## src/rtl/rx_seq_pkg.sv

```systemverilog
// Shared types and widths for the RX DDR ring sequencer.
package rx_seq_pkg;
    localparam int ADDR_W = 48;
    localparam int CNT_W  = 32;
    localparam int LEN_W  = 17;

    typedef logic [LEN_W-1:0] packet_len_t;

    typedef enum logic [2:0] {
        ST_IDLE = 3'd0,
        ST_WAIT = 3'd1,
        ST_READ = 3'd2,
        ST_TSET = 3'd3,
        ST_TCLR = 3'd4,
        ST_STOP = 3'd5
    } seq_state_e;
endpackage

```

## src/rtl/rx_seq_ring_ptr.sv

```systemverilog
// Ring read-offset register: clears to zero on load, advances by one packet with wrap at ring size.
module rx_seq_ring_ptr
    import rx_seq_pkg::*;
(
    input  logic             clk,
    input  logic             rst_n,
    input  logic             load_zero,
    input  logic             advance,
    input  packet_len_t      len,
    input  logic [CNT_W-1:0] size,
    output logic [CNT_W-1:0] offset
);
    logic [CNT_W-1:0] offset_q, offset_d;
    logic [CNT_W:0]   sum;
    logic [CNT_W:0]   wrapped;

    // One extra bit so offset + len cannot overflow before the compare against size.
    always_comb begin
        sum      = {1'b0, offset_q} + {{(CNT_W + 1 - LEN_W){1'b0}}, len};
        wrapped  = sum - {1'b0, size};
        offset_d = offset_q;
        if (load_zero) begin
            offset_d = '0;
        end else if (advance) begin
            offset_d = (sum >= {1'b0, size}) ? wrapped[CNT_W-1:0] : sum[CNT_W-1:0];
        end
    end

    always_ff @(posedge clk) begin
        if (!rst_n) begin
            offset_q <= '0;
        end else begin
            offset_q <= offset_d;
        end
    end

    assign offset = offset_q;
endmodule

```

## src/rtl/rx_dma_sequencer.sv

```systemverilog
// RX DDR ring sequencer: enables the write DMA, issues USB reads per packet, retires packets via tick/ack.
// Optional build macro RX_SEQ_OVF_HALT_EN adds the ovf_halted port and halts the run on RX overflow.
module rx_dma_sequencer
    import rx_seq_pkg::*;
(
    input  logic              aclk,
    input  logic              aresetn,
    input  logic              cmd_start,
    input  logic              cmd_stop,
    input  logic [ADDR_W-1:0] buffer_base_address,
    input  logic [CNT_W-1:0]  buffer_size,
    input  logic [LEN_W-1:0]  packet_size_bytes,
    input  logic [CNT_W-1:0]  packet_count_set,
    output logic              write_enable,
    input  logic              buffer_empty,
    input  logic              buffer_overflow,
    output logic              buffer_packet_tick,
    input  logic              buffer_packet_tick_ack,
    output logic              rd_req,
    output logic [ADDR_W-1:0] rd_addr,
    output logic [LEN_W-1:0]  rd_len_bytes,
    input  logic              rd_done,
    input  logic              rd_error,
    output logic              seq_busy,
    output logic [2:0]        seq_state,
`ifdef RX_SEQ_OVF_HALT_EN
    output logic              ovf_halted,
`endif
    output logic [CNT_W-1:0]  packets_done,
    output logic [CNT_W-1:0]  rd_offset,
    output logic              seq_error
);
    seq_state_e        state_q, state_d;
    logic              write_enable_q, write_enable_d;
    logic              rd_req_q, rd_req_d;
    logic [ADDR_W-1:0] rd_addr_q, rd_addr_d;
    logic              tick_q, tick_d;
    logic [CNT_W-1:0]  packets_done_q, packets_done_d;
    logic              seq_error_q, seq_error_d;
    logic              stop_pending_q, stop_pending_d;
    logic [ADDR_W-1:0] base_q, base_d;
    logic [CNT_W-1:0]  size_q, size_d;
    packet_len_t       len_q, len_d;
    logic [CNT_W-1:0]  count_q, count_d;
    logic              ovf_q, ovf_d;

    logic              halt_req;
    logic              stop_now;
    logic              ring_load;
    logic              ring_adv;
    logic [CNT_W-1:0]  pkt_inc;

`ifdef RX_SEQ_OVF_HALT_EN
    // Overflow only latches while the ring is being consumed; the halt then behaves like a stop.
    always_comb begin
        ovf_d = ovf_q;
        if (state_q == ST_IDLE && cmd_start && !cmd_stop) begin
            ovf_d = 1'b0;
        end else if (buffer_overflow && (state_q == ST_WAIT || state_q == ST_READ)) begin
            ovf_d = 1'b1;
        end
        halt_req = ovf_d;
    end
    assign ovf_halted = ovf_q;
`else
    logic ovf_unused;
    assign ovf_unused = buffer_overflow;
    assign ovf_d      = 1'b0;
    assign halt_req   = 1'b0;
`endif

    always_comb begin
        state_d        = state_q;
        write_enable_d = write_enable_q;
        rd_req_d       = rd_req_q;
        rd_addr_d      = rd_addr_q;
        tick_d         = tick_q;
        packets_done_d = packets_done_q;
        seq_error_d    = seq_error_q;
        stop_pending_d = stop_pending_q;
        base_d         = base_q;
        size_d         = size_q;
        len_d          = len_q;
        count_d        = count_q;
        ring_load      = 1'b0;
        ring_adv       = 1'b0;
        pkt_inc        = packets_done_q + 1'b1;
        stop_now       = stop_pending_q | cmd_stop | halt_req;

        if (state_q != ST_IDLE && cmd_stop) begin
            stop_pending_d = 1'b1;
            write_enable_d = 1'b0;
        end

        case (state_q)
            ST_IDLE: begin
                if (cmd_start && !cmd_stop) begin
                    base_d         = buffer_base_address;
                    size_d         = buffer_size;
                    len_d          = packet_size_bytes;
                    count_d        = packet_count_set;
                    packets_done_d = '0;
                    seq_error_d    = 1'b0;
                    ring_load      = 1'b1;
                    write_enable_d = 1'b1;
                    state_d        = ST_WAIT;
                end
            end
            ST_WAIT: begin
                if (stop_now) begin
                    state_d = ST_STOP;
                end else if (!buffer_empty) begin
                    rd_req_d  = 1'b1;
                    rd_addr_d = base_q + {{(ADDR_W - CNT_W){1'b0}}, rd_offset};
                    state_d   = ST_READ;
                end
            end
            ST_READ: begin
                if (rd_done) begin
                    rd_req_d = 1'b0;
                    if (rd_error) begin
                        seq_error_d = 1'b1;
                        state_d     = ST_STOP;
                    end else begin
                        tick_d  = 1'b1;
                        state_d = ST_TSET;
                    end
                end
            end
            ST_TSET: begin
                if (buffer_packet_tick_ack) begin
                    tick_d  = 1'b0;
                    state_d = ST_TCLR;
                end
            end
            ST_TCLR: begin
                // The packet is only retired once the ack has fully returned low.
                if (!buffer_packet_tick_ack) begin
                    packets_done_d = pkt_inc;
                    ring_adv       = 1'b1;
                    if ((count_q != '0 && pkt_inc == count_q) || stop_now) begin
                        state_d = ST_STOP;
                    end else begin
                        state_d = ST_WAIT;
                    end
                end
            end
            ST_STOP: begin
                write_enable_d = 1'b0;
                stop_pending_d = 1'b0;
                state_d        = ST_IDLE;
            end
            default: state_d = ST_IDLE;
        endcase
    end

    always_ff @(posedge aclk) begin
        if (!aresetn) begin
            state_q        <= ST_IDLE;
            write_enable_q <= 1'b0;
            rd_req_q       <= 1'b0;
            rd_addr_q      <= '0;
            tick_q         <= 1'b0;
            packets_done_q <= '0;
            seq_error_q    <= 1'b0;
            stop_pending_q <= 1'b0;
            base_q         <= '0;
            size_q         <= '0;
            len_q          <= '0;
            count_q        <= '0;
            ovf_q          <= 1'b0;
        end else begin
            state_q        <= state_d;
            write_enable_q <= write_enable_d;
            rd_req_q       <= rd_req_d;
            rd_addr_q      <= rd_addr_d;
            tick_q         <= tick_d;
            packets_done_q <= packets_done_d;
            seq_error_q    <= seq_error_d;
            stop_pending_q <= stop_pending_d;
            base_q         <= base_d;
            size_q         <= size_d;
            len_q          <= len_d;
            count_q        <= count_d;
            ovf_q          <= ovf_d;
        end
    end

    rx_seq_ring_ptr u_ring_ptr (
        .clk       (aclk),
        .rst_n     (aresetn),
        .load_zero (ring_load),
        .advance   (ring_adv),
        .len       (len_q),
        .size      (size_q),
        .offset    (rd_offset)
    );

    assign write_enable       = write_enable_q;
    assign rd_req             = rd_req_q;
    assign rd_addr            = rd_addr_q;
    assign rd_len_bytes       = len_q;
    assign buffer_packet_tick = tick_q;
    assign packets_done       = packets_done_q;
    assign seq_error          = seq_error_q;
    assign seq_busy           = (state_q != ST_IDLE);
    assign seq_state          = state_q;
endmodule
```

## config.mk

```make
export PLATFORM = sky130hd
export DESIGN_NAME = rx_dma_sequencer
export DESIGN_NICKNAME = d
export VERILOG_FILES = /design/src/rtl/rx_seq_pkg.sv /design/src/rtl/rx_seq_ring_ptr.sv /design/src/rtl/rx_dma_sequencer.sv
export SDC_FILE = /design/constraint.sdc
export NUM_CORES = 1
export LEC_CHECK = 0
export ABC_AREA = 1
export CAP_MARGIN = 25
export CORE_MARGIN = 4
export CORE_UTILIZATION = 33
export CTS_CLUSTER_DIAMETER = 80
export DETAILED_ROUTE_END_ITERATION = 10
export GPL_ROUTABILITY_DRIVEN = 0
export HOLD_SLACK_MARGIN = 0.03
export SLEW_MARGIN = 20
export SYNTH_ARGS = -nofsm -noshare
export SYNTH_HDL_FRONTEND = slang
export SYNTH_SLANG_ARGS = --single-unit
```

## constraint.sdc

```tcl
create_clock -name aclk -period 3.5 [get_ports aclk]
set_input_delay 0.7 -clock aclk [delete_from_list [all_inputs] [get_ports aclk]]
set_output_delay 0.7 -clock aclk [all_outputs]
set_load 0.005 [all_outputs]
```

==> flow_metrics.py <==
metrics = {
    "placed_design": {
        "pre_cts_ws_ns": -0.818,
        "io_buffers": 273,
        "dp_hpwl_mm": 46.4,
    },
    "cts": {
        "cts_root_buf": "clkbuf_16",
        "clock_latency_ns": 0.54,
        "path_clk_slew_ns": 0.06,
        "cts_hold_buf": 0,
        "clock_sinks": 249,
        "cts_buffers": 34,
        "clockBufferDepth": 3,
        "cts_tree": "done",
        "cts_max_level": 2,
    },
    "critical_path": {
        "worstPathRequired_ns": 3.96,
        "slowest_delay_ns": 0.35,
        "cp-end-kind": "flip-flop",
        "worst-setup-path-type": "flip-flop to flip-flop",
        "cp_top_family": "simple AND/OR/NAND/NOR gates",
        "slowest_stage": "dfxtp_2",
        "crit_buf_inv": 7,
        "cp-start-kind": "flip-flop",
        "crit_fanout": 5,
        "worstPathArrival_ns": 4.38,
        "cp_common_cell": "nand2_4",
    },
    "yosys": {
        "yosys.area.top_type": "dfxtp_1",
        "synthTopCellsByArea": "dfxtp_1, nand2_1, a21oi_1, nor2_1, inv_1",
        "synth_area_um2": 16200,
        "yosysTopAreaCellShare_pct": 30.7,
        "synth_edf_count": 0,
        "synthArstFlopShare_pct": 0,
        "syn_area_per_cell_um2": 6.48,
        "ys_types": 55,
        "synthFlopType": "dfxtp_1",
        "synthesis.nets": 2728,
        "synth_seq_area_share_pct": 30.7,
        "ys_seq_elements": 249,
        "synthCells": 2505,
        "yosysWarnings": 0,
    },
    "route": {
        "finalWirelength_mm": 61.2,
        "dr.pass1.iters": 5,
        "ant_nets": 0,
        "vias": 18445,
        "drt-initial-drc-count": 1232,
        "remaining_drc_errors": 0,
        "wl_per_cell_um": 16.5,
        "vias_per_cell": 4.99,
    },
    "grt": {
        "grt_start_max_net_pins": 67,
        "track_usage_pct": 21.8,
        "grt_pass1_wl_mm": 93.5,
        "antenna_found_initial": 1,
        "overflow": 0,
        "grt_pass1_vias": 18170,
    },
    "run_status": {
        "violations": "setup timing",
        "outcome": "finished with violations",
    },
    "floorplan": {
        "rows": 81,
        "ios": 275,
        "coreArea_um2": 48700,
        "die_w_um": 230,
        "initial_core_util_pct": 33.3,
        "fp.dieH_um": 230,
        "die_area_um2": 52800,
    },
    "timing": {
        "finalMaxSlewViolations": 0,
        "fin_skew_ns": 0.0174,
        "rsz0062_at_grt": "yes",
        "relSlewSlack_pct": 51.7,
        "final-setup-viol-count": 32,
        "worst-slew-pin-transition_ns": 0.719,
        "period_minus_slack_ns": 3.92,
        "fin_crit_sh_pct": 112,
        "tns_ns": -11.38,
        "hold_ws_ns": 0.451,
        "finalHoldViolCount": 0,
        "fin_ws_ns": -0.420,
        "max_freq_ghz": 0.255,
    },
    "finish": {
        "final_common_cell": "nand2_1",
        "final_util_pct": 49.0,
        "area_growth_syn_to_layout_pct": 47.2,
        "drive_gt1_share_pct": 18.5,
        "nNetsFinal": 3233,
        "layout_common_cells": "nand2_1, nor2_1, inv_1, clkdlybuf4s50_1, buf_4",
        "nFillCells": 4813,
    },
    "pwr": {
        "p_seq_share_pct": 23.0,
        "clkPwrFrac_pct": 19.1,
        "p_leak_nw": 10.2,
        "switching_share_pct": 43.0,
        "p_sw_mw": 7.93,
        "peakVddDrop_mv": 0.631,
        "p_total_mw": 18.5,
        "internal_power_mw": 10.5,
        "powerDensity_nw_per_um2": 772,
        "p_comb_share_pct": 57.9,
    },
    "run": {
        "maxCapViolations": 0,
    },
    "worst_hold_path": {
        "hold_class": "flip-flop to flip-flop",
    },
}
[cell families (layout without fill, tap and decap cells)]
| logic type | count (synthesis) | after routing | share of synthesized area, % |
|---|---|---|---|
| adders and majority gates | 85 | 85 | 6.69 |
| DFF | 249 | 249 | 30.7 |
| AOI/OAI and AO/OA | 639 | 639 | 21.7 |
| xor gates and xnor gates | 82 | 82 | 4.60 |
| buffers and inverters | 400 | 928 | 9.58 |
| and+or+nand+nor | 1050 | 1050 | 26.7 |
| other | 0 | 1 | 0 |
[metrics by stage]
step / area [um2] / std cells
floorplan: 16300 / 2505
global placement: 21500 / 3607
detailed placement: 21500 / 3607
CTS: 23300 / 3689
global route: 23900 / 3697
finish: 23900 / 3698
[worst min-delay path: cells and delay by family (launching register included)]
kind	cells	cell delay, ns
buffers and inverters	1	0.05
DFF	1	0.31
AOI/OAI and AO/OA	1	0.05
[Yosys cell counts (all sizes together), types with 2 or more instances]
library cell  instances
nor4                  7
dfxtp               249
buf                  29
a21oi               291
nand2               490
o221ai                3
nand3               136
o211ai               16
nor3                 26
fa                    3
nand4                21
o21a                 18
a31oi                 3
nor2                353
o21ai               257
nand3b                7
clkbuf               55
or2                   7
ha                   82
inv                 315
a21o                  6
a21boi                6
a211oi                2
o21bai               32
xnor2                34
xor2                 46
[area by class of cell]
| cell class | instances | area [um2] | share of cell area, % |
|---|---|---|---|
| multi-input cells | 1856 | 10700 | 44.6 |
| repair buffers | 553 | 5050 | 21.1 |
| flip-flops and latches | 249 | 5010 | 21.0 |
| inverters | 316 | 1190 | 5.00 |
| clock buffers | 44 | 960 | 4.02 |
| well taps | 664 | 831 | 3.48 |
| clock inverters | 15 | 175 | 0.733 |
| diodes | 1 | 2.50 | 0.0105 |
[per-layer routing]
layer	GRT usage (%)	part of all wire [%]
met5	0	0
met4	10.1	4.6
met3	4.62	6.5
met2	36.5	46
met1	26.8	43
[power by group through the flow]
| stage | clock [mW] | sequential [mW] | combinational, mW |
|---|---|---|---|
| floorplan | 0 | 4.11 | 5.34 |
| global route | 3.75 | 4.34 | 11.7 |
| detailed placement | 0 | 4.25 | 9.60 |
| CTS | 3.65 | 4.23 | 10.1 |
| finish | 3.53 | 4.25 | 10.7 |
| global placement | 0 | 4.23 | 9.52 |
[sequential cells by signal, indices dropped and copies added (netlist names), 3 cells and up]
name,flops
count_q,32
size_q,32
u_ring_ptr.offset,32
seq_state,3
rd_len_bytes,17
rd_addr,48
packets_done,32
base_q,48
[worst paths after layout]
kind	from	cells past startpoint	to	slack, ns
setup reg to reg	rd_len_bytes[15]	26	u_ring_ptr.offset[24]	-0.42
setup / recovery	rd_len_bytes[15]	26	u_ring_ptr.offset[24]	-0.42
hold / removal	seq_error	2	seq_error	0.45
hold reg to reg	seq_error	2	seq_error	0.45
[timing repair]
| action | CTS | global route |
|---|---|---|
| resized for setup | 111 | 109 |
| endpoints found under the hold margin | 0 | 0 |
| cloned | 4 | 1 |
| setup endpoints to repair | 32 | 34 |
| setup buffers | 19 | 9 |
| pin swaps | 30 | 52 |
No activity file was read; power rests on OpenSTA's default activity.
